**config.mk**
```make
export PLATFORM = sky130hd
export DESIGN_NAME = mem_burst_master_flat
export DESIGN_NICKNAME = d
export VERILOG_FILES = /design/src/rtl/mem_burst_master_pkg.sv /design/src/rtl/mem_burst_master_if.sv /design/src/rtl/mem_burst_master.sv /design/src/flat_wrapper.sv
export SDC_FILE = /design/constraint.sdc
export NUM_CORES = 1
export LEC_CHECK = 0
export CAP_MARGIN = 20
export CORE_MARGIN = 3
export CORE_UTILIZATION = 34
export DETAILED_ROUTE_END_ITERATION = 10
export HOLD_SLACK_MARGIN = 0.06
export PLACE_DENSITY = 0.75
export SETUP_SLACK_MARGIN = 0.2
export SYNTH_ARGS = -nofsm -noshare
export SYNTH_HDL_FRONTEND = slang
export SYNTH_SLANG_ARGS = --single-unit
```
**constraint.sdc**
```tcl
create_clock -name CLK -period 1.5 [get_ports CLK]
set_input_delay 0.3 -clock CLK [delete_from_list [all_inputs] [get_ports CLK]]
set_output_delay 0.3 -clock CLK [all_outputs]
set_load 0.02 [all_outputs]
```
**src/rtl/mem_burst_master_pkg.sv**
```systemverilog
// mem_pkg: shared widths and FSM state encoding for the burst master
package mem_pkg;
    localparam int MEM_ADDR_W = 8;
    localparam int MEM_DATA_W = 8;
    localparam int MEM_LEN_W  = 4;
    typedef enum logic [1:0] {
        ST_IDLE  = 2'd0,
        ST_WRITE = 2'd1,
        ST_READ  = 2'd2,
        ST_DRAIN = 2'd3
    } state_t;
endpackage

```
**src/rtl/mem_burst_master_if.sv**
```systemverilog
// mem_burst_master_if: command, stream and memory-port signals of the burst master
interface mem_burst_master_if
    import mem_pkg::*;
#(
    parameter int ADDR_W = MEM_ADDR_W,
    parameter int DATA_W = MEM_DATA_W,
    parameter int LEN_W  = MEM_LEN_W
);
    logic              Req_Valid;
    logic              Req_Ready;
    logic              Req_Write;
    logic [ADDR_W-1:0] Req_Addr;
    logic [LEN_W-1:0]  Req_Len;
    logic [DATA_W-1:0] Wr_Data;
    logic              Wr_Valid;
    logic              Wr_Ready;
    logic [DATA_W-1:0] Rd_Data;
    logic              Rd_Valid;
    logic              Rd_Ready;
    logic              Busy;
    logic              Done;
    logic [ADDR_W-1:0] Mem_Address;
    logic [DATA_W-1:0] Mem_Wdata;
    logic              Mem_W_En;
    logic              Mem_R_En;
    logic [DATA_W-1:0] Mem_Rdata;

    modport master (
        input  Req_Valid, Req_Write, Req_Addr, Req_Len, Wr_Data, Wr_Valid, Rd_Ready, Mem_Rdata,
        output Req_Ready, Wr_Ready, Rd_Data, Rd_Valid, Busy, Done,
               Mem_Address, Mem_Wdata, Mem_W_En, Mem_R_En
    );

    modport slave (
        output Req_Valid, Req_Write, Req_Addr, Req_Len, Wr_Data, Wr_Valid, Rd_Ready, Mem_Rdata,
        input  Req_Ready, Wr_Ready, Rd_Data, Rd_Valid, Busy, Done,
               Mem_Address, Mem_Wdata, Mem_W_En, Mem_R_En
    );
endinterface

```
**src/rtl/mem_burst_master.sv**
```systemverilog
// mem_burst_master: sequences read/write bursts onto a 256x8 single-port data memory
module mem_burst_master
    import mem_pkg::*;
#(
    parameter int ADDR_W = MEM_ADDR_W,
    parameter int DATA_W = MEM_DATA_W,
    parameter int LEN_W  = MEM_LEN_W
) (
    input logic                CLK,
    input logic                RST,
    mem_burst_master_if.master bus
);
    state_t            state, nxt;
    logic [ADDR_W-1:0] addr;
    logic [LEN_W-1:0]  cnt;
    logic              rd_valid;
    logic [DATA_W-1:0] rd_data;
    logic              done;
    logic              accept, wr_fire, rd_issue, rd_take, last;

    // Strobes are gated by RST so a reset mid-burst stops memory traffic in the same cycle
    always_comb begin
        nxt      = state;
        accept   = state == ST_IDLE && bus.Req_Valid;
        wr_fire  = !RST && state == ST_WRITE && bus.Wr_Valid;
        rd_issue = !RST && state == ST_READ && (!rd_valid || bus.Rd_Ready);
        rd_take  = rd_valid && bus.Rd_Ready;
        last     = cnt == '0;
        case (state)
            ST_IDLE:  nxt = accept ? (bus.Req_Write ? ST_WRITE : ST_READ) : ST_IDLE;
            ST_WRITE: nxt = wr_fire && last ? ST_IDLE : ST_WRITE;
            ST_READ:  nxt = rd_issue && last ? ST_DRAIN : ST_READ;
            ST_DRAIN: nxt = rd_take ? ST_IDLE : ST_DRAIN;
            default:  nxt = ST_IDLE;
        endcase
        bus.Req_Ready   = state == ST_IDLE;
        bus.Wr_Ready    = state == ST_WRITE;
        bus.Busy        = state != ST_IDLE;
        bus.Done        = done;
        bus.Rd_Valid    = rd_valid;
        bus.Rd_Data     = rd_data;
        bus.Mem_W_En    = wr_fire;
        bus.Mem_R_En    = rd_issue;
        bus.Mem_Address = wr_fire || rd_issue ? addr : '0;
        bus.Mem_Wdata   = wr_fire ? bus.Wr_Data : '0;
    end

    // State, address/count, the one-entry read slot and the Done pulse
    always_ff @(posedge CLK) begin
        if (RST) begin
            state    <= ST_IDLE;
            addr     <= '0;
            cnt      <= '0;
            rd_valid <= 1'b0;
            rd_data  <= '0;
            done     <= 1'b0;
        end else begin
            state <= nxt;
            done  <= (wr_fire && last) || (state == ST_DRAIN && rd_take);
            if (accept) begin
                addr <= bus.Req_Addr;
                cnt  <= bus.Req_Len;
            end else if (wr_fire || rd_issue) begin
                addr <= addr + 1'b1;
                cnt  <= last ? cnt : cnt - 1'b1;
            end
            if (rd_issue) begin
                rd_valid <= 1'b1;
                rd_data  <= bus.Mem_Rdata;
            end else if (rd_take) begin
                rd_valid <= 1'b0;
            end
        end
    end
endmodule

```
**src/flat_wrapper.sv**
```systemverilog
// flat-port wrapper written by rule: the top's interface ports become plain ports
module mem_burst_master_flat import mem_pkg::*;
#(
    parameter int ADDR_W = MEM_ADDR_W,
    parameter int DATA_W = MEM_DATA_W,
    parameter int LEN_W  = MEM_LEN_W
)
  (CLK, RST, bus_Req_Valid, bus_Req_Write, bus_Req_Addr, bus_Req_Len, bus_Wr_Data, bus_Wr_Valid, bus_Rd_Ready, bus_Mem_Rdata, bus_Req_Ready, bus_Wr_Ready, bus_Rd_Data, bus_Rd_Valid, bus_Busy, bus_Done, bus_Mem_Address, bus_Mem_Wdata, bus_Mem_W_En, bus_Mem_R_En);
  mem_burst_master_if #(.ADDR_W(ADDR_W), .DATA_W(DATA_W), .LEN_W(LEN_W)) bus_i ();
  input logic CLK;
  input logic RST;
  input wire logic [$bits(bus_i.Req_Valid)-1:0] bus_Req_Valid;
  input wire logic [$bits(bus_i.Req_Write)-1:0] bus_Req_Write;
  input wire logic [$bits(bus_i.Req_Addr)-1:0] bus_Req_Addr;
  input wire logic [$bits(bus_i.Req_Len)-1:0] bus_Req_Len;
  input wire logic [$bits(bus_i.Wr_Data)-1:0] bus_Wr_Data;
  input wire logic [$bits(bus_i.Wr_Valid)-1:0] bus_Wr_Valid;
  input wire logic [$bits(bus_i.Rd_Ready)-1:0] bus_Rd_Ready;
  input wire logic [$bits(bus_i.Mem_Rdata)-1:0] bus_Mem_Rdata;
  output wire logic [$bits(bus_i.Req_Ready)-1:0] bus_Req_Ready;
  output wire logic [$bits(bus_i.Wr_Ready)-1:0] bus_Wr_Ready;
  output wire logic [$bits(bus_i.Rd_Data)-1:0] bus_Rd_Data;
  output wire logic [$bits(bus_i.Rd_Valid)-1:0] bus_Rd_Valid;
  output wire logic [$bits(bus_i.Busy)-1:0] bus_Busy;
  output wire logic [$bits(bus_i.Done)-1:0] bus_Done;
  output wire logic [$bits(bus_i.Mem_Address)-1:0] bus_Mem_Address;
  output wire logic [$bits(bus_i.Mem_Wdata)-1:0] bus_Mem_Wdata;
  output wire logic [$bits(bus_i.Mem_W_En)-1:0] bus_Mem_W_En;
  output wire logic [$bits(bus_i.Mem_R_En)-1:0] bus_Mem_R_En;
  assign bus_i.Req_Valid = bus_Req_Valid;
  assign bus_i.Req_Write = bus_Req_Write;
  assign bus_i.Req_Addr = bus_Req_Addr;
  assign bus_i.Req_Len = bus_Req_Len;
  assign bus_i.Wr_Data = bus_Wr_Data;
  assign bus_i.Wr_Valid = bus_Wr_Valid;
  assign bus_i.Rd_Ready = bus_Rd_Ready;
  assign bus_i.Mem_Rdata = bus_Mem_Rdata;
  assign bus_Req_Ready = bus_i.Req_Ready;
  assign bus_Wr_Ready = bus_i.Wr_Ready;
  assign bus_Rd_Data = bus_i.Rd_Data;
  assign bus_Rd_Valid = bus_i.Rd_Valid;
  assign bus_Busy = bus_i.Busy;
  assign bus_Done = bus_i.Done;
  assign bus_Mem_Address = bus_i.Mem_Address;
  assign bus_Mem_Wdata = bus_i.Mem_Wdata;
  assign bus_Mem_W_En = bus_i.Mem_W_En;
  assign bus_Mem_R_En = bus_i.Mem_R_En;
  mem_burst_master #(.ADDR_W(ADDR_W), .DATA_W(DATA_W), .LEN_W(LEN_W)) u_core (.CLK(CLK), .RST(RST), .bus(bus_i));
endmodule
```
==> results <==
- STA classifies the critical path startpoint as a flop.
- The number of global-route vias before repair is about 1500.
- The share of total power dissipated in combinational logic is around two fifths.
- The register-to-register path setup slack is -0.24 ns.
- The filler cells instantiated in the layout total around 260.
- The worst register-to-register path begins at u_core.state[0].
- Counting flops with a built-in enable in the synthesized netlist gives 0.
- After layout, the minimum clock period comes to around 1.8 ns.
- The final hold violation count is 0.
- The worst hold path belongs to the class reg2reg.
- In this design, the critical path's most frequently occurring cell is sky130_fd_sc_hd__buf_6.
- The flip-flop and latch count after synthesis is 24.
- For this design, the CTS-stage hold fixing added 0 buffers.
- The floorplan has 22 rows.
- Dividing the detail-routed via count by the number of cells gives 5.07.
- The multi-input gate area in the final layout is between 1000 and 1500 µm².
- The endpoint of the most critical setup path is bus_Mem_Address[5].
- In the routed design, unresolved DRC markers number 0.
- Entering global routing, the biggest net connects 15 pins.
- The total detailed-routing wirelength is a little under 5000 µm.
- The number of nets in the synthesized netlist is 198.
- The fraction of final layout cells sized beyond drive strength 1 is between 40 and 50%.
- The area growth from synthesis to layout is 103%.
- Across the whole layout, storage elements account for between 400 and 500 µm².
- The synthesized design spends more area on one cell type than any other, namely sky130_fd_sc_hd__dfxtp_1.
- The die extent in x is between 60 and 70 µm.
- The data required time of the critical path is between 1 and 1.5 ns.
- The total internal power is between 1.5 and 2 mW.
- The initial utilization of the core area, before any placement, comes to about 36%.
- The critical path goes through nand2b_4 > o21a_4 > nor2_4 > buf_6 > and2_2 > buf_6.
- The top cell type's share of synthesized area is a little over a third.
- After synthesis, flip-flops and latches occupy between 30 and 40% of the total area.
- At the end of the flow the core is filled with cells to about three quarters.
- Of the available clock period, the critical path in the final layout requires 117%.
- The HPWL after detailed placement is approximately 3000 µm.
- Before antenna repair, the detailed router went through 4 iterations.
- The placer's final routability congestion estimate is slightly above 0.8.
- The clock latency at the later pin of the worst-skew pair is about 0.27 ns.
- The endpoint identified for the worst register-to-register timing path is u_core.cnt[2].
- The total core area is approximately 3700 µm².
- The die footprint is between 4000 and 5000 µm².
- Measured against its own limit, the worst slew margin works out to 75.4%.
- The total power per unit cell area is roughly 840 nW/µm².
- The average wire length per cell after detail routing is 15.8 µm.
- The initial antenna violation count was 0.
- The top flip-flop cell by instance count after synthesis is sky130_fd_sc_hd__dfxtp_1.
- The count of nets left with antenna violations once routing finished came out at 0.
- The worst hold path startpoint is u_core.bus.Rd_Data[7].
- Setup repair after global routing could not meet its margin everywhere.
- The first global-routing pass estimated 7480 µm of wire.
- The count of unique library cells instantiated by Yosys is between 40 and 50.
- Measured in cells, the most critical reg-to-reg path has a length of 6.
- The worst path buffer plus inverter count is 2.
- The leakage power is between 1 and 1.5 nW.
- Ranked by total cell area, the synthesized netlist is headed by sky130_fd_sc_hd__dfxtp_1 (35%), sky130_fd_sc_hd__and2_1 (7.9%), sky130_fd_sc_hd__nor2_1 (7.2%).
- The number of setup violations in the final report is 36.
- Net switching is a little over 30% of the power.
- The worst clock skew on the final layout is between 0.001 and 0.0015 ns.
- The gate family responsible for the most delay along the worst path is flip-flops.
- The run finished, with violations left.
- The largest vdd supply drop is 0.726 mV.
- The count of buffers added on input and output ports is 64.
- The maximum clock path buffer count is 2.
- The worst path arrival time is about 1.5 ns.
- CTS built an H-tree with a depth of 1.
- TritonCTS built the clock tree.
- The final critical-path setup slack is -0.256 ns.
- The share of total power dissipated in the clock network is 25.2%.
- The final global-route overflow total is 0.
- The iteration-0 DRC count of the detailed router is 91.
- The netlist area before placement is about 1400 µm².
- The top-level port count is between 60 and 70.
- The type of element capturing the critical path is an output port.
- The fmax is roughly 570 MHz.
- Synthesis produced a netlist whose cell count is 161.
- The final reports fail on setup timing.
- For this run, the number of Yosys warnings is 0.
- After synthesis, the mean cell area works out to 8.41 µm².
- The largest fanout of any net on the critical path is 8.
- The vias after detailed routing is 1581.
- Summed over all nets, the switching power comes to 0.718 mW.
- The tool flagged a number of max-cap violations equal to 0.
- The overall track demand over capacity in global routing is 19.1%.
- Total power for the finished layout comes to about 2.3 mW.
- The number of sinks on the clock net is 24.
- The slew at the pin closest to its max-slew limit is 0.364 ns.
- The kind of critical path is reg2out.
- The cell with the largest stage delay on the worst path is sky130_fd_sc_hd__dfxtp_4.
- The number of buffers added by the clock tree synthesis step is 3.
- The register clock-pin slew on the reported worst setup and hold paths is ~0.09 ns.
- The final layout contains 302 nets.
- The repair_antennas step left the layout with diodes totalling 0.
- The biggest cell delay along the critical path is 0.37 ns.
- The logic depth of the worst setup path including buffers is 6.
- In this run, flip-flops and latches consume 32.7% of the power.
- The cell sitting at the root of the clock tree is a sky130_fd_sc_hd__clkbuf_8.
- The number of pins with negative max-slew slack in the final report is 0.
- Measured along the y axis, the die boundary spans about 69 µm.
- For this run, asynchronously set or reset flops after synthesis account for 0%.
- The critical path starts at u_core.state[0].
repair_timing:
action,in CTS,in global routing
setup endpoints to repair,53,46
setup buffers,14,2
hold endpoints to repair,0,0
resized for setup,189,27
cloned,1,0
pin swaps,19,13
cell usage after synthesis, types with 2 or more instances:
cell type / count
sky130_fd_sc_hd__a211oi_1: 6
sky130_fd_sc_hd__a21oi_1: 2
sky130_fd_sc_hd__a311oi_1: 4
sky130_fd_sc_hd__and2_1: 17
sky130_fd_sc_hd__and3_1: 3
sky130_fd_sc_hd__and4_1: 2
sky130_fd_sc_hd__buf_2: 2
sky130_fd_sc_hd__clkbuf_1: 4
sky130_fd_sc_hd__dfxtp_1: 24
sky130_fd_sc_hd__ha_1: 3
sky130_fd_sc_hd__inv_1: 6
sky130_fd_sc_hd__mux2i_1: 8
sky130_fd_sc_hd__nand2_1: 9
sky130_fd_sc_hd__nand3_1: 3
sky130_fd_sc_hd__nand3b_1: 2
sky130_fd_sc_hd__nor2_1: 26
sky130_fd_sc_hd__nor3b_1: 3
sky130_fd_sc_hd__nor4_1: 4
sky130_fd_sc_hd__o21ai_0: 7
sky130_fd_sc_hd__or4_1: 3
sky130_fd_sc_hd__xnor2_1: 2
state kept, by name, indices dropped and copies added (netlist names):
| signal | count |
|---|---|
| u_core.addr | 8 |
| u_core.bus.Rd_Data | 8 |
| u_core.cnt | 4 |
| u_core.state | 2 |
| u_core.bus.Done | 1 |
| u_core.bus.Rd_Valid | 1 |
power by group through the flow:
stage / Clock [mW] / Sequential (mW) / Combinational [mW]
2_1_floorplan: 0 / 0.769 / 0.339
3_3_place_gp: 0 / 0.758 / 0.683
3_5_place_dp: 0 / 0.759 / 0.692
4_1_cts: 0.591 / 0.751 / 0.861
5_1_grt: 0.620 / 0.763 / 1.03
6_report: 0.584 / 0.757 / 0.971
final cells by class:
cell class | instances | share of cell area, %
Clock buffer | 3 | 1.50
Clock inverter | 1 | 1.09
Inverter | 6 | 0.820
Multi-Input combinational cell | 124 | 38.0
Sequential cell | 24 | 17.8
Tap cell | 48 | 2.19
Timing Repair Buffer | 106 | 38.6
worst min path at each step:
stage / end / slack, ns / cells past startpoint
2_1_floorplan: u_core.cnt[1] / 0.44 / 2
3_3_place_gp: u_core.bus.Rd_Data[4] / 0.47 / 2
3_5_place_dp: u_core.bus.Rd_Data[2] / 0.49 / 2
4_1_cts: u_core.bus.Rd_Data[2] / 0.50 / 2
5_1_grt: u_core.bus.Rd_Data[1] / 0.54 / 2
6_report: u_core.bus.Rd_Data[7] / 0.50 / 2
worst register-to-register path, cell delays in order (launching register included):
cell,delay [ns]
sky130_fd_sc_hd__dfxtp_4,0.37
sky130_fd_sc_hd__nand2b_4,0.14
sky130_fd_sc_hd__o21a_4,0.20
sky130_fd_sc_hd__buf_4,0.13
sky130_fd_sc_hd__buf_6,0.12
sky130_fd_sc_hd__or4_4,0.49
sky130_fd_sc_hd__a311oi_2,0.21
cells by family after synthesis:
kind of cell / after synthesis / synth area share [%]
fa+ha+maj: 3 / 2.77
flops: 24 / 35.5
simple gates: 82 / 34.4
xor+xnor: 2 / 1.29
buf+inv: 14 / 4.90
mux: 8 / 5.92
compound gates: 28 / 15.2
metrics by stage:
stage / hold WS [ns] / worst slack (ns) / TNS [ns] / area, µm² / std cells
final: 0.498 / -0.256 / -4.75 / 2750 / 312
after global routing: 0.544 / -0.300 / -6.69 / 2750 / 312
after CTS: 0.504 / -0.274 / -4.01 / 2630 / 310
after detailed placement: 0.486 / -0.889 / -21.81 / 2270 / 291
after global placement: 0.474 / -0.868 / -21.02 / 2270 / 291
after floorplan: 0.439 / -0.0602 / -0.372 / 1400 / 161
placed cells by master, fill, tap and decap left out, types with 3 or more instances in the layout:
cell,Yosys,routed
sky130_fd_sc_hd__buf_6,1,40
sky130_fd_sc_hd__and2_4,0,14
sky130_fd_sc_hd__nand2_1,9,6
sky130_fd_sc_hd__clkbuf_8,0,3
sky130_fd_sc_hd__and3_1,3,3
sky130_fd_sc_hd__dfxtp_2,0,4
sky130_fd_sc_hd__inv_2,0,3
sky130_fd_sc_hd__o21ai_1,0,3
sky130_fd_sc_hd__nor4_1,4,4
sky130_fd_sc_hd__mux2i_1,8,8
sky130_fd_sc_hd__dfxtp_1,24,19
sky130_fd_sc_hd__and2_2,0,3
sky130_fd_sc_hd__clkdlybuf4s50_1,0,30
sky130_fd_sc_hd__buf_4,1,21
sky130_fd_sc_hd__dlygate4sd2_1,0,11
sky130_fd_sc_hd__nor2_4,0,6
sky130_fd_sc_hd__o21ai_0,7,4
sky130_fd_sc_hd__a211oi_1,6,4
sky130_fd_sc_hd__nor2_1,26,22
sky130_fd_sc_hd__inv_1,6,3
sky130_fd_sc_hd__nand2_2,0,3
per-layer routing:
metal  track usage, %  share of wire, %
met5                0                 0
met4             3.25               2.0
met3             3.64               5.6
met2             35.9                53
met1             22.4                39
Note: power is estimated with default switching activity, not from simulation.
